### src/rtl/pe_seq_ctrl_pkg.sv
// PE command codes and sequencer types shared by the row sequencer and the PE array top.
package pe_seq_ctrl_pkg;

    localparam int PE_CMD_RESET         = 0;
    localparam int PE_CMD_TRIGGER       = 1;
    localparam int PE_CMD_TRIGGER_LAST  = 2;
    localparam int PE_CMD_LOAD_DATA     = 5;
    localparam int PE_CMD_SET_CONV_MODE = 6;
    localparam int PE_CMD_FORWARD       = 8;

    typedef enum logic [2:0] {
        S_IDLE,
        S_CLR,
        S_CFG,
        S_PRE,
        S_RUN,
        S_DRAIN,
        S_WAIT,
        S_DONE
    } pe_seq_state_e;

    // Counter width able to hold 0..n-1, never narrower than one bit.
    function automatic int cnt_w(input int n);
        return (n < 2) ? 1 : $clog2(n);
    endfunction

endpackage

### src/rtl/pe_seq_ctrl_if.sv
// Operand stream in, broadcast PE command bus out; master is the sequencer side.
interface pe_seq_ctrl_if #(
    parameter int ACLEN      = 8,
    parameter int DATA_WIDTH = 32
);
    logic                  s_valid;
    logic                  s_ready;
    logic [DATA_WIDTH-1:0] s_data;
    logic [DATA_WIDTH-1:0] s_weight;

    logic                  pe_cmd_valid;
    logic [ACLEN:0]        pe_cmd;
    logic [DATA_WIDTH-1:0] pe_param_1;
    logic [DATA_WIDTH-1:0] pe_param_2;
    logic [DATA_WIDTH-1:0] pe_preload;
    logic [DATA_WIDTH-1:0] pe_data;
    logic [DATA_WIDTH-1:0] pe_weight;

    modport master (
        input  s_valid, s_data, s_weight,
        output s_ready, pe_cmd_valid, pe_cmd, pe_param_1, pe_param_2,
               pe_preload, pe_data, pe_weight
    );

    modport slave (
        output s_valid, s_data, s_weight,
        input  s_ready, pe_cmd_valid, pe_cmd, pe_param_1, pe_param_2,
               pe_preload, pe_data, pe_weight
    );
endinterface

### src/rtl/pe_seq_ctrl.sv
// Row sequencer: clears and configures the PE row, streams operand beats as
// TRIGGER commands, flushes the row skew, then waits for every PE to go idle.
module pe_seq_ctrl
    import pe_seq_ctrl_pkg::*;
#(
    parameter int ACLEN      = 8,
    parameter int DATA_WIDTH = 32,
    parameter int NUM_PE     = 8,
    parameter int MIN_WAIT   = 16,
    parameter int TIMEOUT    = 4096
) (
    input  logic                  clk_i,
    input  logic                  rst_i,
    input  logic                  start_i,
    input  logic [15:0]           conv_len_i,
    input  logic                  preload_en_i,
    input  logic [DATA_WIDTH-1:0] preload_data_i,
    input  logic                  abort_i,
    input  logic [NUM_PE-1:0]     busy_i,
    pe_seq_ctrl_if.master         bus,
    output logic                  ctrl_busy_o,
    output logic                  done_o,
    output logic                  timeout_o
);
    localparam int CW      = ACLEN + 1;
    localparam int DRAIN_W = cnt_w(NUM_PE);
    localparam int WAIT_W  = cnt_w(TIMEOUT);

    pe_seq_state_e state_q, state_d;

    logic [15:0]           len_q, beat_q;
    logic                  pre_en_q;
    logic [DATA_WIDTH-1:0] pre_data_q;
    logic [DRAIN_W-1:0]    drain_q;
    logic [WAIT_W-1:0]     wait_q;
    logic                  timeout_q, set_timeout;
    logic                  accept, last_beat, drain_end, wait_ok, wait_to;

    logic                  cmd_vld_d, cmd_vld_q;
    logic [CW-1:0]         cmd_d, cmd_q;
    logic [DATA_WIDTH-1:0] p1_d, p1_q, pre_d, pre_q, data_d, data_q, wgt_d, wgt_q;

    assign bus.s_ready = (state_q == S_RUN) && !abort_i;
    assign accept      = bus.s_ready && bus.s_valid;
    assign last_beat   = (beat_q == len_q - 16'd1);
    assign drain_end   = (drain_q == DRAIN_W'(NUM_PE - 2));
    assign wait_ok     = (wait_q >= WAIT_W'(MIN_WAIT)) && (busy_i == '0);
    assign wait_to     = (wait_q == WAIT_W'(TIMEOUT - 1));

    always_ff @(posedge clk_i or posedge rst_i) begin
        if (rst_i) state_q <= S_IDLE;
        else       state_q <= state_d;
    end

    // Next state plus the command to present on the bus next cycle.
    always_comb begin
        state_d     = state_q;
        set_timeout = 1'b0;
        cmd_vld_d   = 1'b0;
        cmd_d       = '0;
        p1_d        = '0;
        pre_d       = '0;
        data_d      = '0;
        wgt_d       = '0;
        if (state_q != S_IDLE && abort_i) begin
            state_d   = S_IDLE;
            cmd_vld_d = 1'b1;
            cmd_d     = CW'(PE_CMD_RESET);
        end else begin
            case (state_q)
                S_IDLE: if (start_i) state_d = S_CLR;
                S_CLR: begin
                    cmd_vld_d = 1'b1;
                    cmd_d     = CW'(PE_CMD_RESET);
                    state_d   = S_CFG;
                end
                S_CFG: begin
                    cmd_vld_d = 1'b1;
                    cmd_d     = CW'(PE_CMD_SET_CONV_MODE);
                    p1_d      = DATA_WIDTH'(len_q);
                    if (len_q == 16'd0) state_d = S_DONE;
                    else if (pre_en_q)  state_d = S_PRE;
                    else                state_d = S_RUN;
                end
                S_PRE: begin
                    cmd_vld_d = 1'b1;
                    cmd_d     = CW'(PE_CMD_LOAD_DATA);
                    pre_d     = pre_data_q;
                    state_d   = S_RUN;
                end
                S_RUN: if (accept) begin
                    cmd_vld_d = 1'b1;
                    cmd_d     = last_beat ? CW'(PE_CMD_TRIGGER_LAST) : CW'(PE_CMD_TRIGGER);
                    data_d    = bus.s_data;
                    wgt_d     = bus.s_weight;
                    if (last_beat) state_d = (NUM_PE > 1) ? S_DRAIN : S_WAIT;
                end
                S_DRAIN: begin
                    cmd_vld_d = 1'b1;
                    cmd_d     = CW'(PE_CMD_FORWARD);
                    if (drain_end) state_d = S_WAIT;
                end
                S_WAIT: begin
                    if (wait_ok) begin
                        state_d = S_DONE;
                    end else if (wait_to) begin
                        state_d     = S_DONE;
                        set_timeout = 1'b1;
                    end
                end
                S_DONE:  state_d = S_IDLE;
                default: state_d = S_IDLE;
            endcase
        end
    end

    always_ff @(posedge clk_i or posedge rst_i) begin
        if (rst_i) begin
            len_q      <= '0;
            pre_en_q   <= 1'b0;
            pre_data_q <= '0;
            beat_q     <= '0;
            drain_q    <= '0;
            wait_q     <= '0;
            timeout_q  <= 1'b0;
            cmd_vld_q  <= 1'b0;
            cmd_q      <= '0;
            p1_q       <= '0;
            pre_q      <= '0;
            data_q     <= '0;
            wgt_q      <= '0;
        end else begin
            if (state_q == S_IDLE && start_i) begin
                len_q      <= conv_len_i;
                pre_en_q   <= preload_en_i;
                pre_data_q <= preload_data_i;
            end
            // Counters run only inside their own state and restart from zero on entry.
            beat_q  <= (state_q == S_RUN)   ? beat_q + 16'(accept)       : '0;
            drain_q <= (state_q == S_DRAIN) ? drain_q + DRAIN_W'(1)      : '0;
            wait_q  <= (state_q == S_WAIT)  ? wait_q + WAIT_W'(1)        : '0;
            if (state_q == S_IDLE && start_i) timeout_q <= 1'b0;
            else if (set_timeout)             timeout_q <= 1'b1;
            cmd_vld_q <= cmd_vld_d;
            cmd_q     <= cmd_d;
            p1_q      <= p1_d;
            pre_q     <= pre_d;
            data_q    <= data_d;
            wgt_q     <= wgt_d;
        end
    end

    assign bus.pe_cmd_valid = cmd_vld_q;
    assign bus.pe_cmd       = cmd_q;
    assign bus.pe_param_1   = p1_q;
    assign bus.pe_param_2   = '0;
    assign bus.pe_preload   = pre_q;
    assign bus.pe_data      = data_q;
    assign bus.pe_weight    = wgt_q;

    assign ctrl_busy_o = (state_q != S_IDLE);
    assign done_o      = (state_q == S_DONE) && !abort_i;
    assign timeout_o   = timeout_q;

endmodule

### src/flat_wrapper.sv
// flat-port wrapper written by rule: the top's interface ports become plain ports
module pe_seq_ctrl_flat import pe_seq_ctrl_pkg::*;
#(
    parameter int ACLEN      = 8,
    parameter int DATA_WIDTH = 32,
    parameter int NUM_PE     = 8,
    parameter int MIN_WAIT   = 16,
    parameter int TIMEOUT    = 4096
)
  (clk_i, rst_i, start_i, conv_len_i, preload_en_i, preload_data_i, abort_i, busy_i, ctrl_busy_o, done_o, timeout_o, bus_s_valid, bus_s_data, bus_s_weight, bus_s_ready, bus_pe_cmd_valid, bus_pe_cmd, bus_pe_param_1, bus_pe_param_2, bus_pe_preload, bus_pe_data, bus_pe_weight);
  pe_seq_ctrl_if #(.ACLEN(ACLEN), .DATA_WIDTH(DATA_WIDTH)) bus_i ();
  input  logic clk_i;
  input  logic rst_i;
  input  logic start_i;
  input  logic [15:0] conv_len_i;
  input  logic preload_en_i;
  input  logic [DATA_WIDTH-1:0] preload_data_i;
  input  logic abort_i;
  input  logic [NUM_PE-1:0] busy_i;
  output logic ctrl_busy_o;
  output logic done_o;
  output logic timeout_o;
  input wire logic [$bits(bus_i.s_valid)-1:0] bus_s_valid;
  input wire logic [$bits(bus_i.s_data)-1:0] bus_s_data;
  input wire logic [$bits(bus_i.s_weight)-1:0] bus_s_weight;
  output wire logic [$bits(bus_i.s_ready)-1:0] bus_s_ready;
  output wire logic [$bits(bus_i.pe_cmd_valid)-1:0] bus_pe_cmd_valid;
  output wire logic [$bits(bus_i.pe_cmd)-1:0] bus_pe_cmd;
  output wire logic [$bits(bus_i.pe_param_1)-1:0] bus_pe_param_1;
  output wire logic [$bits(bus_i.pe_param_2)-1:0] bus_pe_param_2;
  output wire logic [$bits(bus_i.pe_preload)-1:0] bus_pe_preload;
  output wire logic [$bits(bus_i.pe_data)-1:0] bus_pe_data;
  output wire logic [$bits(bus_i.pe_weight)-1:0] bus_pe_weight;
  assign bus_i.s_valid = bus_s_valid;
  assign bus_i.s_data = bus_s_data;
  assign bus_i.s_weight = bus_s_weight;
  assign bus_s_ready = bus_i.s_ready;
  assign bus_pe_cmd_valid = bus_i.pe_cmd_valid;
  assign bus_pe_cmd = bus_i.pe_cmd;
  assign bus_pe_param_1 = bus_i.pe_param_1;
  assign bus_pe_param_2 = bus_i.pe_param_2;
  assign bus_pe_preload = bus_i.pe_preload;
  assign bus_pe_data = bus_i.pe_data;
  assign bus_pe_weight = bus_i.pe_weight;
  pe_seq_ctrl #(.ACLEN(ACLEN), .DATA_WIDTH(DATA_WIDTH), .NUM_PE(NUM_PE), .MIN_WAIT(MIN_WAIT), .TIMEOUT(TIMEOUT)) u_core (.clk_i(clk_i), .rst_i(rst_i), .start_i(start_i), .conv_len_i(conv_len_i), .preload_en_i(preload_en_i), .preload_data_i(preload_data_i), .abort_i(abort_i), .busy_i(busy_i), .bus(bus_i), .ctrl_busy_o(ctrl_busy_o), .done_o(done_o), .timeout_o(timeout_o));
endmodule
### config.mk
export PLATFORM = sky130hd
export DESIGN_NAME = pe_seq_ctrl_flat
export DESIGN_NICKNAME = d
export VERILOG_FILES = /design/src/rtl/pe_seq_ctrl_pkg.sv /design/src/rtl/pe_seq_ctrl_if.sv /design/src/rtl/pe_seq_ctrl.sv /design/src/flat_wrapper.sv
export SDC_FILE = /design/constraint.sdc
export NUM_CORES = 1
export LEC_CHECK = 0
export BUFFER_PORTS_ARGS = -buffer_cell sky130_fd_sc_hd__buf_2
export CAP_MARGIN = 10
export CORE_ASPECT_RATIO = 1.1
export CORE_MARGIN = 4
export CORE_UTILIZATION = 45
export DETAILED_ROUTE_END_ITERATION = 8
export HOLD_SLACK_MARGIN = 0.15
export PLACE_DENSITY = 0.86
export SETUP_SLACK_MARGIN = 0.15
export SYNTH_ARGS = -nofsm -noshare
export SYNTH_HDL_FRONTEND = slang
export SYNTH_SLANG_ARGS = --single-unit
### constraint.sdc
create_clock -name clk_i -period 5.9 [get_ports clk_i]
set_clock_uncertainty 0.2 [all_clocks]
set_input_delay 0.295 -clock clk_i [delete_from_list [all_inputs] [get_ports clk_i]]
set_output_delay 0.295 -clock clk_i [all_outputs]
set_load 0.05 [all_outputs]
==> results of run 1 <==
==> area by class of cell <==
class                   count  area (um2)  share of cell area, %
diodes                      1        2.50                 0.0218
clock buffers              30         662                   5.77
clock inverters             9         116                   1.02
inverters                  14        56.3                  0.491
multi-input cells         435        2850                   24.9
flip-flops and latches    201        5030                   43.9
well taps                 238         298                   2.60
repair buffers            368        2450                   21.4
==> registers in the layout, indices dropped and copies added, names as in the netlist, 3 cells and up <==
register               cells
u_core.bus.pe_preload     32
u_core.bus.pe_data        32
u_core.pre_data_q         32
u_core.wait_q             12
u_core.bus.pe_param_1     16
u_core.len_q              16
u_core.beat_q             16
u_core.state_q             3
u_core.drain_q             3
u_core.bus.pe_weight      32
u_core.bus.pe_cmd          4
==> per-stage QoR <==
step,hold slack [ns],cells,utilization (%)
final,0.269,1296,63.9
after global routing,0.305,1295,63.9
after CTS,0.216,1295,63.9
after detailed placement,0.258,1140,53.1
after global placement,0.245,1140,53.1
after floorplan,0.161,739,-
==> critical path: stages (launching register included) <==
cell	delay [ns]
dfrtp_1	0.66
nand2b_1	0.19
nor3_2	0.14
buf_4	0.49
nand2_1	0.14
inv_1	0.12
ha_1	0.19
nand3_1	0.13
nor2_1	0.34
nand2_1	0.11
or3_1	0.31
a21oi_1	0.15
==> power by group <==
group | internal [mW] | leakage, nW | switching (mW)
registers | 1.61 | 2.69 | 0.209
clock network | 0.877 | 0.371 | 0.563
logic | 0.466 | 3.08 | 0.722
total | 2.95 | 6.15 | 1.49
==> routing by layer <==
metal | vias to the layer above | wire, um | share of wire (%) | GRT usage (%)
met5 | - | 19 | 0.080 | 0
met4 | 2 | 1170 | 4.9 | 10.8
met3 | 84 | 1590 | 6.7 | 4.08
met2 | 286 | 12000 | 51 | 37.5
met1 | 3171 | 8940 | 38 | 28.3
li1 | 2965 | - | - | -
==> path summary, 6_finish.rpt <==
kind                                    from                    end  cells past startpoint
max reg2reg                u_core.state_q[2]      u_core.beat_q[15]                     11
max                        u_core.state_q[2]      u_core.beat_q[15]                     11
max in group asynchronous              rst_i   u_core.pre_data_q[2]                      4
min                              bus_s_valid      u_core.state_q[0]                      3
min reg2reg                u_core.drain_q[0]      u_core.drain_q[0]                      1
min in group asynchronous              rst_i  u_core.bus.pe_data[8]                      3
==> layout by cell type (no fill, tap or decap), types with 2 or more instances in the layout <==
master         synthesis  routed
clkinvlp_4             0       5
conb_1                 1      53
nor2_1                37      36
a211oi_1               3       3
ha_1                   7       7
and3_1               101     101
xnor2_1               15      15
and3_2                 2       2
and2_1                15      14
nor3b_1                2       2
nand4_1                6       6
dfrtp_1              201     201
buf_4                 53       5
or3_1                 11      11
nand2b_1               5       5
dlygate4sd3_1          0     116
clkinv_2               0       2
nand2_1               23      23
or4_1                  2       2
inv_1                 14      13
and2_2                 1       2
nor4_1                11      11
xor2_1                21      21
o21ai_0               13      13
nand3_1                9       9
bufinv_16              0       2
mux2_2                46      46
buf_2                  0     246
or2_2                  2       2
nor3_1                11      10
a311oi_1               2       2
clkbuf_8               2       6
clkbuf_16              0      23
a21oi_1               13      13
==> what timing repair did <==
item	4_1_cts	5_1_grt
buffers inserted	0	0
hold buffers	116	0
endpoints found under the hold margin	163	0
==> kinds of logic after synthesis <==
logic type / Yosys count / share of synthesized area [%]
AO/OA/AOI/OAI: 44 / 3.33
XOR/XNOR: 36 / 3.80
flip-flops: 201 / 60.6
AND/OR/NAND/NOR: 248 / 17.3
buffers and inverters: 103 / 7.51
other: 1 / 0.0452
adder cells (fa/ha/maj): 7 / 1.06
multiplexers: 47 / 6.36
==> results.json, run 1 <==
{
  "gp_congestion": 0.854,
  "cts_resized": 0,
  "die_area_um2": 20700,
  "path_clk_slew_ns": 0.06,
  "min_path_type": "in2reg",
  "nFillCells": 1326,
  "die_y_um": 150,
  "ir_worst_vdd_mv": 0.307,
  "remaining_drc_errors": 0,
  "drive_above_1_share_pct": 33.2,
  "grt_pass1_wl_mm": 36.6,
  "overflow": 0,
  "synth_top_area_cell": "dfrtp_1",
  "rrSetupSlack_ns": 2.65,
  "cts_buffers": 23,
  "end_kind": "flip-flop",
  "p_total_mw": 4.45,
  "worstSetupPathType": "reg2reg",
  "cp_max_fo": 68,
  "core_area_um2": 17900,
  "clock_latency_ns": 0.50,
  "cts-htree-levels": 1,
  "fin_nets": 1176,
  "worstMarginPinSlew_ns": 1.22,
  "post-route-cell-area_um2": 11500,
  "worst_slack_ns": 2.65,
  "power_density_nw_per_um2": 388,
  "fmax_mhz": 308,
  "io_pins": 300,
  "critPathArrivalTime_ns": 3.47,
  "cts_sinks": 201,
  "wl_per_cell_um": 18.3,
  "synth_area_leaders": "dfrtp_1, and3_1, mux2_2",
  "synthTopCellsByCount": "dfrtp_1, and3_1, buf_4",
  "synth_top_area_share_pct": 60.6,
  "post_dp_cell_area_um2": 9520,
  "cts_buffer_depth": 3,
  "antenna_found_initial": 1,
  "mappedNetlistArea_um2": 8300,
  "dp_hpwl_mm": 14.8,
  "track_usage_pct": 22.5,
  "relSlewSlack_pct": 18.6,
  "min_period_ns": 3.25,
  "syn_area_per_cell_um2": 12.1,
  "synthFlopType": "dfrtp_1",
  "synth-seq-cells": 201,
  "power.leakage_nw": 6.15,
  "period_share_pct": 55.1,
  "setup-tns-final_ns": 0,
  "drv_slew": 0,
  "hold_viol": 0,
  "yosysUniqueCellTypes": 57,
  "setup_viol": 0,
  "dieWidth_um": 137,
  "netlist_instances": 687,
  "async_flop_share_pct": 100,
  "critPathLaunchType": "flip-flop",
  "grt_pass1_vias": 6875,
  "cts_root_buf": "clkbuf_16",
  "grt_max_degree": 102,
  "cts_tree": "done",
  "ys_warn_count": 0,
  "num_vias": 6508,
  "portBuffers": 246,
  "wl_mm": 23.7,
  "drtPass1Iterations": 4,
  "vias_per_cell": 5.02,
  "yosysMostFrequentCell": "dfrtp_1",
  "worstPathRequired_ns": 6.12,
  "status": "complete, no violations",
  "detail_route.iter0.violations": 308,
  "dp_slack_ns": 2.71,
  "drv_cap": 0,
  "synth_edf_count": 0,
  "area_growth_pct": 38.1,
  "row_count": 51,
  "start_util_pct": 46.3,
  "drtAntennaViolNets": 0,
  "yosysSeqAreaShare_pct": 60.6,
  "rsz0062_at_grt": "false"
}
Power figures use the tool's default switching activity.
==> inputs of run 2 (changes only) <==
--- a/config.mk
+++ b/config.mk
@@ -9,10 +9,10 @@
 export CAP_MARGIN = 10
 export CORE_ASPECT_RATIO = 1.1
 export CORE_MARGIN = 4
-export CORE_UTILIZATION = 45
+export CORE_UTILIZATION = 50
 export DETAILED_ROUTE_END_ITERATION = 8
 export HOLD_SLACK_MARGIN = 0.15
-export PLACE_DENSITY = 0.86
+export PLACE_DENSITY = 0.9
 export SETUP_SLACK_MARGIN = 0.15
 export SYNTH_ARGS = -nofsm -noshare
 export SYNTH_HDL_FRONTEND = slang
==> constraint.sdc (replaced) <==
create_clock -name clk_i -period 3.12 [get_ports clk_i]
set_clock_uncertainty 0.2 [all_clocks]
set_input_delay 0.156 -clock clk_i [delete_from_list [all_inputs] [get_ports clk_i]]
set_output_delay 0.156 -clock clk_i [all_outputs]
set_load 0.05 [all_outputs]
==> run 2 against run 1 <==
  * Via count rose by 8.4%
  * Wire length rose by 13%
  * Sequential share of layout area fell by 2.0 points
  * Design area rose by 4.9%
  * Non-clock buffer count rose by 71
  * Critical endpoint is now u_core.bus.pe_cmd[0]
==> results.json, run 2 (synthesized netlist as in run 1, its figures left out) <==
{
  "grt_pass1_wl_mm": 40.6,
  "area_growth_pct": 44.9,
  "clock_latency_ns": 0.49,
  "layout_commonest_cell": "buf_2",
  "path_clk_slew_ns": 0.06,
  "fmax_mhz": 351,
  "core_area_um2": 16300,
  "drive_above_1_share_pct": 31.2,
  "reg2reg_from": "u_core.len_q[0]",
  "critPathArrivalTime_ns": 3.02,
  "critPathLaunchType": "flip-flop",
  "remaining_drc_errors": 0,
  "overflow": 0,
  "wl_per_cell_um": 20.1,
  "r2r.worst_path.cells": 8,
  "switching_power_mw": 2.79,
  "antenna_found_initial": 2,
  "whs_path_depth": 7,
  "setup-tns-final_ns": 0,
  "worstMarginPinSlew_ns": 0.936,
  "min_path_type": "in2reg",
  "finish.utilization_pct": 73.7,
  "drv_slew": 0,
  "relSlewSlack_pct": 37.4,
  "gp_congestion": 0.885,
  "rsz0062_at_grt": "false",
  "min_period_ns": 2.85,
  "cts_buffer_depth": 3,
  "die_y_um": 143,
  "worstSetupPathType": "reg2reg",
  "grt_pass1_vias": 7530,
  "power_density_nw_per_um2": 684,
  "cts_root_buf": "clkbuf_16",
  "drv_cap": 0,
  "critical_path.top_delay_family": "simple AND/OR/NAND/NOR gates",
  "crit_chain": "inv_1 > ha_1 > or4b_4 > nor4_4 > nand3_1 > or2_0 > a2111o_1 > a22o_1",
  "dp_hpwl_mm": 14.7,
  "cts-htree-levels": 1,
  "timing.critical_path.buf_inv": 1,
  "vias_per_cell": 5.30,
  "track_usage_pct": 28.0,
  "cpMaxStageDelayCell": "or4b_4",
  "combPwrFrac_pct": 29.1,
  "row_count": 49,
  "hold_viol": 0,
  "min_to": "u_core.state_q[0]",
  "fin_nets": 1245,
  "hold_start": "busy_i[6]",
  "critical_path.max_stage_delay_ns": 0.52,
  "cts_buffers": 21,
  "end_kind": "flip-flop",
  "cts_resized": 0,
  "intPower_mw": 5.43,
  "dieWidth_um": 131,
  "worstPathRequired_ns": 3.29,
  "p_sw_share_pct": 34.0,
  "cts_setup_buffers": 0,
  "cp_max_fo": 5,
  "drtAntennaViolNets": 0,
  "period_share_pct": 91.3,
  "detail_route.iter0.violations": 491,
  "io_pins": 300,
  "layout_common_cells": "buf_2, dfrtp_1, dlygate4sd3_1, and3_1, conb_1",
  "clock_power_share_pct": 29.4,
  "cts_sinks": 201,
  "rrSetupSlack_ns": 0.27,
  "num_vias": 7055,
  "start_util_pct": 50.9,
  "seq_power_share_pct": 41.5,
  "power.leakage_nw": 6.57,
  "die_area_um2": 18700,
  "worstReg2RegEnd": "u_core.bus.pe_cmd[0]",
  "ir_worst_vdd_mv": 0.613,
  "grt_max_degree": 68,
  "portBuffers": 246,
  "status": "complete, no violations",
  "wl_mm": 26.8,
  "hold_buffers": 177,
  "setup_viol": 0,
  "drtPass1Iterations": 5,
  "cts_tree": "done"
}
==> run 2: changes by cell type in the layout (fill, tap and decap cells not counted), moves of 3 or more <==
cell,delta
buf_4,+7
buf_12,+3
clkinvlp_4,-3
clkbuf_1,+7
dlygate4sd3_1,+61
==> run 2: how the worst max path moves through the flow <==
stage / start / endpoint / slack [ns] / cells after the start
2_1_floorplan: rst_i / u_core.beat_q[0] / 0.16 / 1
4_1_cts: u_core.len_q[0] / u_core.bus.pe_cmd[0] / 0.27 / 8
3_5_place_dp: u_core.len_q[0] / u_core.bus.pe_cmd[0] / 0.29 / 8
6_report: u_core.len_q[0] / u_core.bus.pe_cmd[0] / 0.27 / 8
3_3_place_gp: u_core.len_q[0] / u_core.bus.pe_cmd[0] / 0.36 / 8
5_1_grt: u_core.len_q[1] / u_core.bus.pe_cmd[0] / 0.18 / 8
==> run 2: cell type report <==
class / instances / area, um2
Inverter: 14 / 56.3
Tap cell: 204 / 255
Multi-Input combinational cell: 435 / 2850
Timing Repair Buffer: 439 / 3170
Sequential cell: 201 / 5030
Antenna cell: 2 / 5.00
Clock inverter: 3 / 46.3
Fill cell: 991 / 4280
Clock buffer: 33 / 611
==> run 2: worst register-to-register path, delay by kind of cell, from the launching register on <==
kind                     cells  cell delay [ns]
flip-flops                   1             0.42
adder cells (fa/ha/maj)      1             0.19
AO/OA/AOI/OAI                2             0.65
buffers and inverters        1             0.11
AND/OR/NAND/NOR              4             1.16
==> run 2: power by group through the flow <==
stage	Combinational, mW	Sequential, mW	Clock [mW]
after detailed placement	2.18	3.43	0
after global routing	2.56	3.47	2.57
final	2.39	3.42	2.42
after CTS	2.34	3.38	2.43
after floorplan	1.46	3.62	0
after global placement	2.12	3.40	0
==> run 2: layer usage <==
metal  GRT usage, %  up-vias  share of wire, %  wire, um
met1           32.4     3455                35      9340
li1               -     3107                 -         -
met4           13.9        0               4.8      1280
met2           47.9      387                52     14000
met5              0        -                 0         0
met3           7.15      106               7.8      2100
==> run 2: through the flow <==
stage | power [mW] | hold WS, ns | cell area (um2) | setup WS, ns | cells
final | 8.22 | 0.189 | 12000 | 0.273 | 1331
after global routing | 8.59 | 0.234 | 12000 | 0.182 | 1331
after CTS | 8.15 | 0.174 | 12000 | 0.273 | 1329
after detailed placement | 5.61 | 0.170 | 9590 | 0.286 | 1116
after global placement | 5.52 | 0.154 | 9590 | 0.356 | 1116
after floorplan | 5.08 | 0.0222 | 8500 | 0.162 | 739
